<file path="config.mk">
export PLATFORM = sky130hd
export DESIGN_NAME = kf_host_if
export DESIGN_NICKNAME = d
export VERILOG_FILES = /design/src/rtl/kf_pkg.sv /design/src/rtl/kf_sm_conv.sv /design/src/rtl/kf_host_if.sv
export SDC_FILE = /design/constraint.sdc
export NUM_CORES = 1
export LEC_CHECK = 0
export BUFFER_PORTS_ARGS = -buffer_cell sky130_fd_sc_hd__buf_2
export CORE_MARGIN = 4
export CORE_UTILIZATION = 53
export DETAILED_ROUTE_END_ITERATION = 12
export GPL_ROUTABILITY_DRIVEN = 1
export PLACE_DENSITY = 0.83
export SYNTH_ARGS = -nofsm -noshare
export SYNTH_HDL_FRONTEND = slang
export SYNTH_SLANG_ARGS = --single-unit
export TNS_END_PERCENT = 20
</file>
<file path="constraint.sdc">
create_clock -name clk -period 4.9 [get_ports clk]
set_input_delay 0.245 -clock clk [delete_from_list [all_inputs] [get_ports clk]]
set_output_delay 0.245 -clock clk [all_outputs]
set_load 0.005 [all_outputs]
</file>
<file path="src/rtl/kf_pkg.sv">
// Shared Kalman core definitions: FSM state encoding, word-format defaults and
// two's-complement <-> sign-magnitude conversion helpers.
package kf_pkg;

    localparam int KF_W    = 24;
    localparam int KF_FRAC = 14;

    typedef enum logic [2:0] {
        ST_COLLECT,
        ST_START,
        ST_LOAD,
        ST_RUN,
        ST_DRAIN,
        ST_WAIT_IDLE
    } kf_state_t;

    // The most negative input has no sign-magnitude image; it saturates to -max.
    function automatic logic [KF_W-1:0] tc_to_sm(input logic [KF_W-1:0] x);
        logic [KF_W-1:0] neg;
        neg = -x;
        if (!x[KF_W-1])
            return x;
        if (x[KF_W-2:0] == '0)
            return '1;
        return {1'b1, neg[KF_W-2:0]};
    endfunction

    function automatic logic [KF_W-1:0] sm_to_tc(input logic [KF_W-1:0] s);
        logic [KF_W-1:0] mag;
        mag = {1'b0, s[KF_W-2:0]};
        return s[KF_W-1] ? -mag : mag;
    endfunction

endpackage

</file>
<file path="src/rtl/kf_sm_conv.sv">
// Combinational converter pair: two's complement -> sign-magnitude (host to core)
// and sign-magnitude -> two's complement (core to host); zero latency, no flow control.
module kf_sm_conv
    import kf_pkg::*;
#(
    parameter int W = KF_W
) (
    input  logic [W-1:0] tc_in,
    output logic [W-1:0] sm_out,
    input  logic [W-1:0] sm_in,
    output logic [W-1:0] tc_out
);

    logic [W-1:0] tc_neg;
    logic [W-1:0] mag;

    assign tc_neg = -tc_in;

    always_comb begin
        sm_out = tc_in;
        if (tc_in[W-1]) begin
            if (tc_in[W-2:0] == '0)
                sm_out = '1;
            else
                sm_out = {1'b1, tc_neg[W-2:0]};
        end
    end

    // Negative zero negates to zero, so it needs no special case.
    assign mag    = {1'b0, sm_in[W-2:0]};
    assign tc_out = sm_in[W-1] ? -mag : mag;

endmodule

</file>
<file path="src/rtl/kf_host_if.sv">
// Host driver for the Kalman core: collects N_IN operands, starts and loads the core,
// captures up to N_OUT results; start 2 cycles after last operand; results held under out_ready stall.
module kf_host_if
    import kf_pkg::*;
#(
    parameter int W       = KF_W,
    parameter int N_IN    = 2,
    parameter int N_OUT   = 3,
    parameter int TIMEOUT = 1024
) (
    input  logic         clk,
    input  logic         rst,
    input  logic         in_valid,
    output logic         in_ready,
    input  logic [W-1:0] in_data,
    output logic         kf_start,
    output logic [W-1:0] kf_data,
    input  logic         kf_ready,
    input  logic [W-1:0] kf_result,
    input  logic         kf_au_done,
    output logic         out_valid,
    input  logic         out_ready,
    output logic [W-1:0] out_data,
    output logic         out_last,
    output logic         busy,
    output logic         err
);

    localparam int IW = (N_IN > 1) ? $clog2(N_IN) : 1;
    localparam int RW = $clog2(N_OUT + 1);
    localparam int TW = $clog2(TIMEOUT + 1);

    kf_state_t     state;
    logic [IW-1:0] wr_cnt;
    logic [IW-1:0] k;
    logic [RW-1:0] rcnt;
    logic [RW-1:0] rd;
    logic [TW-1:0] tcnt;
    logic [W-1:0]  ibuf [N_IN];
    logic [W-1:0]  obuf [N_OUT];
    logic          kf_ready_q;
    logic [W-1:0]  in_sm;

    kf_sm_conv #(.W(W)) u_conv (
        .tc_in  (in_data),
        .sm_out (in_sm),
        .sm_in  (obuf[rd]),
        .tc_out (out_data)
    );

    assign in_ready  = (state == ST_COLLECT);
    assign busy      = (state != ST_COLLECT);
    assign kf_start  = (state == ST_START);
    assign out_valid = (state == ST_DRAIN) && (rcnt != '0);
    assign out_last  = out_valid && (rd == rcnt - RW'(1));

    always_ff @(posedge clk or posedge rst) begin
        if (rst) begin
            state      <= ST_COLLECT;
            wr_cnt     <= '0;
            k          <= '0;
            rcnt       <= '0;
            rd         <= '0;
            tcnt       <= '0;
            ibuf       <= '{default: '0};
            obuf       <= '{default: '0};
            kf_data    <= '0;
            err        <= 1'b0;
            kf_ready_q <= 1'b0;
        end else begin
            kf_ready_q <= kf_ready;
            case (state)
                ST_COLLECT: begin
                    if (in_valid) begin
                        ibuf[wr_cnt] <= in_sm;
                        // kf_data rests on word 0 so START and LOAD0 need no update.
                        if (wr_cnt == '0)
                            kf_data <= in_sm;
                        if (wr_cnt == IW'(N_IN - 1)) begin
                            wr_cnt <= '0;
                            state  <= ST_WAIT_IDLE;
                        end else begin
                            wr_cnt <= wr_cnt + IW'(1);
                        end
                    end
                end
                ST_WAIT_IDLE: begin
                    if (kf_ready)
                        state <= ST_START;
                end
                ST_START: begin
                    err   <= 1'b0;
                    rcnt  <= '0;
                    rd    <= '0;
                    k     <= '0;
                    tcnt  <= '0;
                    state <= ST_LOAD;
                end
                ST_LOAD: begin
                    if (k == IW'(N_IN - 1)) begin
                        kf_data <= ibuf[0];
                        state   <= ST_RUN;
                    end else begin
                        kf_data <= ibuf[k + IW'(1)];
                        k       <= k + IW'(1);
                    end
                end
                ST_RUN: begin
                    tcnt <= tcnt + TW'(1);
                    if (kf_au_done) begin
                        if (rcnt == RW'(N_OUT)) begin
                            err <= 1'b1;
                        end else begin
                            obuf[rcnt] <= kf_result;
                            rcnt       <= rcnt + RW'(1);
                        end
                    end
                    // Completion is the core returning to idle, not merely being idle.
                    if (kf_ready && !kf_ready_q) begin
                        state <= ST_DRAIN;
                    end else if (tcnt == TW'(TIMEOUT - 1)) begin
                        err   <= 1'b1;
                        state <= ST_DRAIN;
                    end
                end
                ST_DRAIN: begin
                    if (rcnt == '0) begin
                        state <= ST_COLLECT;
                    end else if (out_ready) begin
                        if (rd == rcnt - RW'(1)) begin
                            rd    <= '0;
                            state <= ST_COLLECT;
                        end else begin
                            rd <= rd + RW'(1);
                        end
                    end
                end
                default: state <= ST_COLLECT;
            endcase
        end
    end

endmodule

</file>
Word-level counts from Yosys, hierarchy flattened
Index checks and enable logic that the tools add are counted.
Word-level totals
  register bits: 166
  bits of input ports: 54
  output and inout bits: 54
  word-level logic and storage cells: 119
Cells by class
  $add $sub $neg: 8
  order comparisons: 6
  equality and inequality tests: 20
  muxes and demuxes: 45
  bitwise logic cells: 5
  reductions and logical operators: 21
Operators with widths (count)
  24-bit two-way mux: 12
  72-bit bitwise mux: 1
  24-bit binary-select mux with 2-bit select: 1
  48-bit bitwise mux: 1
  24-bit demux with 2-bit select: 1
  24-bit case mux with 2 select lines: 1
  3-bit two-way mux: 9
  24-bit demux with 1-bit select: 1
  23-bit negator with 24-bit output: 1
  23-bit logical NOT: 1
  23-bit two-way mux: 1
  23-bit negator: 1
  11-bit case mux with 2 select lines: 1
  3-bit case mux with 6 select lines: 1
  2-bit inequality test, second input constant: 8
  3-bit AND reduction: 4
  11-bit by 1-bit adder with 11-bit output, second input constant: 1
  11-bit by 10-bit == test with 1-bit output, second input constant: 1
  2-bit two-way mux: 5
  2-bit nonzero test: 5
  2-bit case mux with 2 select lines: 2
  7-bit AND reduction: 1
  3-bit by 2-bit == test with 1-bit output, second input constant: 2
  3-bit == test, second input constant: 2
  other kinds (25): 41

Logic depth before layout (Yosys ltp)
  depth in word-level cells: 7
  depth in mapped cells: 10
  gate-level depth less buffers: 8

Hierarchy
A second synthesis with hierarchy kept.
Second synthesis, totals
  cells, all modules: 833
  area total of the unflattened synthesis: 8793.4 µm²
By module, submodules not included
  kf_host_if: times used 1, cells each 641, area an instance 7582.3 µm²
  kf_sm_conv: times used 1, cells each 192, area an instance 1211.2 µm²

Worst setup path after synthesis
Ideal clock, no wire load.
  path type: register to output
  start: reg rd[0]
  end: out out_data[22]
  arrival time: 2.264 ns
  slack: 2.391 ns
  stages on the path, launching flop included: 10
  cells stage by stage: dfrtp_1 -> buf_2 -> nor2b_1 -> buf_2 -> buf_6 -> a2bb2oi_1 -> nand3b_1 -> or4_1 -> o31ai_1 -> xnor2_1
On the way
  cells in the longest elaborated chain, start to end: 6
Ends and longest elaborated chain
  start: declaration: line kf_host_if.sv:37  | logic [RW-1:0] rd;
  start signal: assignment: line kf_host_if.sv:134  | rd <= rd + RW'(1);
  2-bit inverter with 3-bit output (implied by the code) *: line kf_host_if.sv:47  | .sm_in (obuf[rd]),
  24-bit binary-select mux with 2-bit select *: line kf_host_if.sv:47
  24-bit two-way mux (implied by the code) * (2 in series): line kf_host_if.sv:47
  23-bit negator with 24-bit output: line kf_sm_conv.sv:31  | assign tc_out = sm_in[W-1] ? -mag : mag;
  24-bit two-way mux *: line kf_sm_conv.sv:31
  end: declaration: line kf_host_if.sv:23  | output logic [W-1:0] out_data,
Every way passes the cells marked *; elsewhere a longest branch is shown, timed or not. The select of a mux whose other input is x is not followed.

Worst setup path in the final report
  start: reg rd[1]
  end: out out_data[22]
The elaborated chain is that of the path after synthesis.

==> results.ini <==
[status]
outcome=complete, no violations

[logic_synthesis]
ys_ff_latch=166
synthesis.area_um2=8550
async_reset_ff_share_pct=100
ys_seq_area_share_pct=48.6
synth_fp_nets=890
yosys_warnings=0
syn_inst=829
synth_ff_type=dfrtp_1
syn_avg_cell_area_um2=10.3
netlist-cell-type-count=53
synth_edf_count=0

[floorplanning]
core_um2=15800
io_pins=108
floorplan.initialDensity_pct=54.0
dieWidth_um=135
row_count=46
die_h_um=135
dieArea_um2=18200

[timing]
max_freq_mhz=260
period_share_pct=78.4
rsz0062_at_grt=no
hold_viol=0
relSlewSlack_pct=15.2
skew_ns=0.00633
worst_pin_slew_ns=1.27
tns_ns=0
drv_slew=0
post-route-min-period_ns=3.84
finalSetupViolations=0

[clocking]
cts_buffers=17
cts.sinks=166
ctsResizeCount=0
htreeDepth=4
root_buffer=clkbuf_16
cts_buffer_depth=2
clk_pin_slew_ns=0.06
postCtsSetupBuffers=0
tritoncts=yes
clk_latency_ns=0.43

[drt]
top_layer_used=met4
route.detailed.drc=0
drtAntennaViolNets=0
drt_pass1_iterations=5
wl_met3_mm=1.12
met1_length_mm=8.38
vias=6541
drt-initial-drc-count=418
routedWlPerCell_um=16.3
drt_wl_total_mm=18.6
wl_met2_mm=8.81
viasPerCell=5.71

[cells_and_area]
nFillCells=1280
syn2layout_area_growth_pct=14.9
n_antenna_cell=0
seq_area_um2=4150
nets=978
multi_input_area_um2=4130
layout-drive-gt1-share_pct=26.5

[power_and_ir_drop]
power.total_w=0.00622
leakage_nw=4.59
vdd_ir_drop_max_mv=0.315
p_per_area_nw_per_um2=634

[critical_path]
cp-startpoint=rd[1]
critPathKind=flip-flop to output pin
cp-start-kind=flip-flop
cp-end-kind=output pin
reg2reg_from=rd[1]
cp_max_fo=21
arrival_ns=3.60
crit_required_ns=4.66

[global_routing]
antenna_found_initial=0
grt_pass1_vias=6193
grt_start_max_net_pins=108
grt_use_total_pct=20.9
grt.overflow.total=0
grt_pass1_wl_mm=30.8

[place]
place_congestion=0.882
io_buffers=107
hpwl_mm=12.7

[hold_path]
worst_hold_path_type=input pin to async pin

[flow_run]
cap_violations=0

-- flip-flops by register name, indices dropped and copies added, names as in the netlist, 2 cells and up --
signal,count
state,3
obuf,72
ibuf,48
tcnt,11
rd,2
rcnt,2
kf_data,24
-- cells by family after synthesis --
logic type	after synthesis	synth area share, %
DFF	166	48.6
adders and majority gates	7	1.02
xor gates and xnor gates	43	4.41
muxes	118	15.0
buffers and inverters	62	3.18
AOI/OAI and AO/OA	194	14.9
and+or+nand+nor	239	12.9
-- where the power goes --
group | switching, W | total [W] | internal [W] | leakage [nW]
logic | 0.00143 | 0.00264 | 0.00121 | 2.18
clock network | 0.000557 | 0.00129 | 0.000732 | 0.280
registers | 0.000367 | 0.00230 | 0.00193 | 2.12
-- worst max-delay path, cell delays in order (launching register included) --
cell	delay [ns]
dfrtp_1	0.99
buf_4	0.31
mux2i_1	0.23
a2bb2oi_1	0.33
nand3b_1	0.19
or4_1	0.55
o31ai_1	0.30
xnor2_1	0.15
buf_2	0.13
-- layer usage --
metal  vias to the layer above  global-route usage, %
met5                         -                      0
met4                         0                   6.61
met3                        28                   4.96
met2                       190                   33.8
met1                      3179                   28.2
li1                       3144                      -
-- metrics by stage --
stage	instances	instance area [um^2]	worst slack, ns	utilization (%)	hold WS (ns)
after floorplan	829	8550	0.165	-	0.276
after global placement	1113	9230	1.63	58.3	0.391
after detailed placement	1113	9230	1.52	58.3	0.394
after CTS	1146	9820	1.06	62.0	0.0623
after global routing	1146	9820	0.793	62.0	0.0610
final	1146	9820	1.06	62.0	0.0298
-- cell usage in the layout, fill, tap and decap left out, types with 7 or more instances in the layout --
cell	synthesis	final
dfrtp_1	166	166
nand2_1	112	112
buf_2	7	107
mux2_2	80	80
o21ai_0	68	68
nor2_1	49	49
mux2i_1	38	38
xnor2_1	29	29
a21oi_1	28	28
clkbuf_16	0	17
a211oi_1	16	16
xor2_1	14	14
buf_4	2	14
o31ai_1	13	13
nand3_1	13	13
nor2b_1	12	12
a21o_1	12	12
o2bb2ai_1	10	10
inv_1	9	8
or4_1	7	7
nand2b_1	7	7
nor4_1	7	7
and2_1	7	7
nor3_1	7	7
a22o_1	7	7
ha_1	7	7
-- synthesized netlist by cell type (3+ instances only) --
library cell | count | area, um^2
a31oi_1 | 5 | 31.3
buf_6 | 3 | 33.8
nand2b_1 | 7 | 43.8
a21oi_1 | 28 | 140
o21ai_1 | 4 | 20.0
nand2_1 | 112 | 420
dfrtp_1 | 166 | 4150
a22o_1 | 7 | 61.3
xnor2_1 | 29 | 254
inv_1 | 9 | 33.8
or4_1 | 7 | 52.6
or3_1 | 3 | 18.8
nand3_1 | 13 | 65.1
o21a_1 | 3 | 22.5
o22ai_1 | 5 | 31.3
a211oi_1 | 16 | 120
o31ai_1 | 13 | 97.6
clkbuf_1 | 34 | 128
ha_1 | 7 | 87.6
nor3_1 | 7 | 35.0
mux2i_1 | 38 | 380
a21o_1 | 12 | 90.1
o2bb2ai_1 | 10 | 87.6
xor2_1 | 14 | 123
mux2_2 | 80 | 901
nor2b_1 | 12 | 75.1
o221ai_1 | 3 | 26.3
buf_1 | 7 | 26.3
and3_1 | 4 | 25.0
buf_2 | 7 | 35.0
and2_1 | 7 | 43.8
nor2_1 | 49 | 184
nor4_1 | 7 | 43.8
o21ai_0 | 68 | 340
a2bb2oi_1 | 6 | 52.6
-- worst paths after layout --
kind / depth (start not counted) / end / slack, ns
worst min-delay path: 2 / obuf[2] / 0.03
min in group clk: 2 / obuf[48] / 0.08
worst min register to register: 2 / kf_data[16] / 0.46
worst max-delay path: 8 / out_data[22] / 1.06
worst max register to register: 7 / state[0] / 2.32
max in group asynchronous: 3 / obuf[17] / 3.59
-- cell type report --
class                           instances  share of cell area [%]
Clock inverter                         13                    1.27
Tap cell                              216                    2.75
Clock buffer                           19                    4.61
Sequential cell                       166                    42.3
Multi-Input combinational cell        601                    42.0
Inverter                                9                   0.395
Timing Repair Buffer                  122                    6.63
-- what timing repair did --
action / 4_1_cts / 5_1_grt
hold buffers: 1 / 0
setup endpoints to repair: 0 / 0
hold endpoints to repair: 1 / 0
Power figures use the tool's default switching activity.
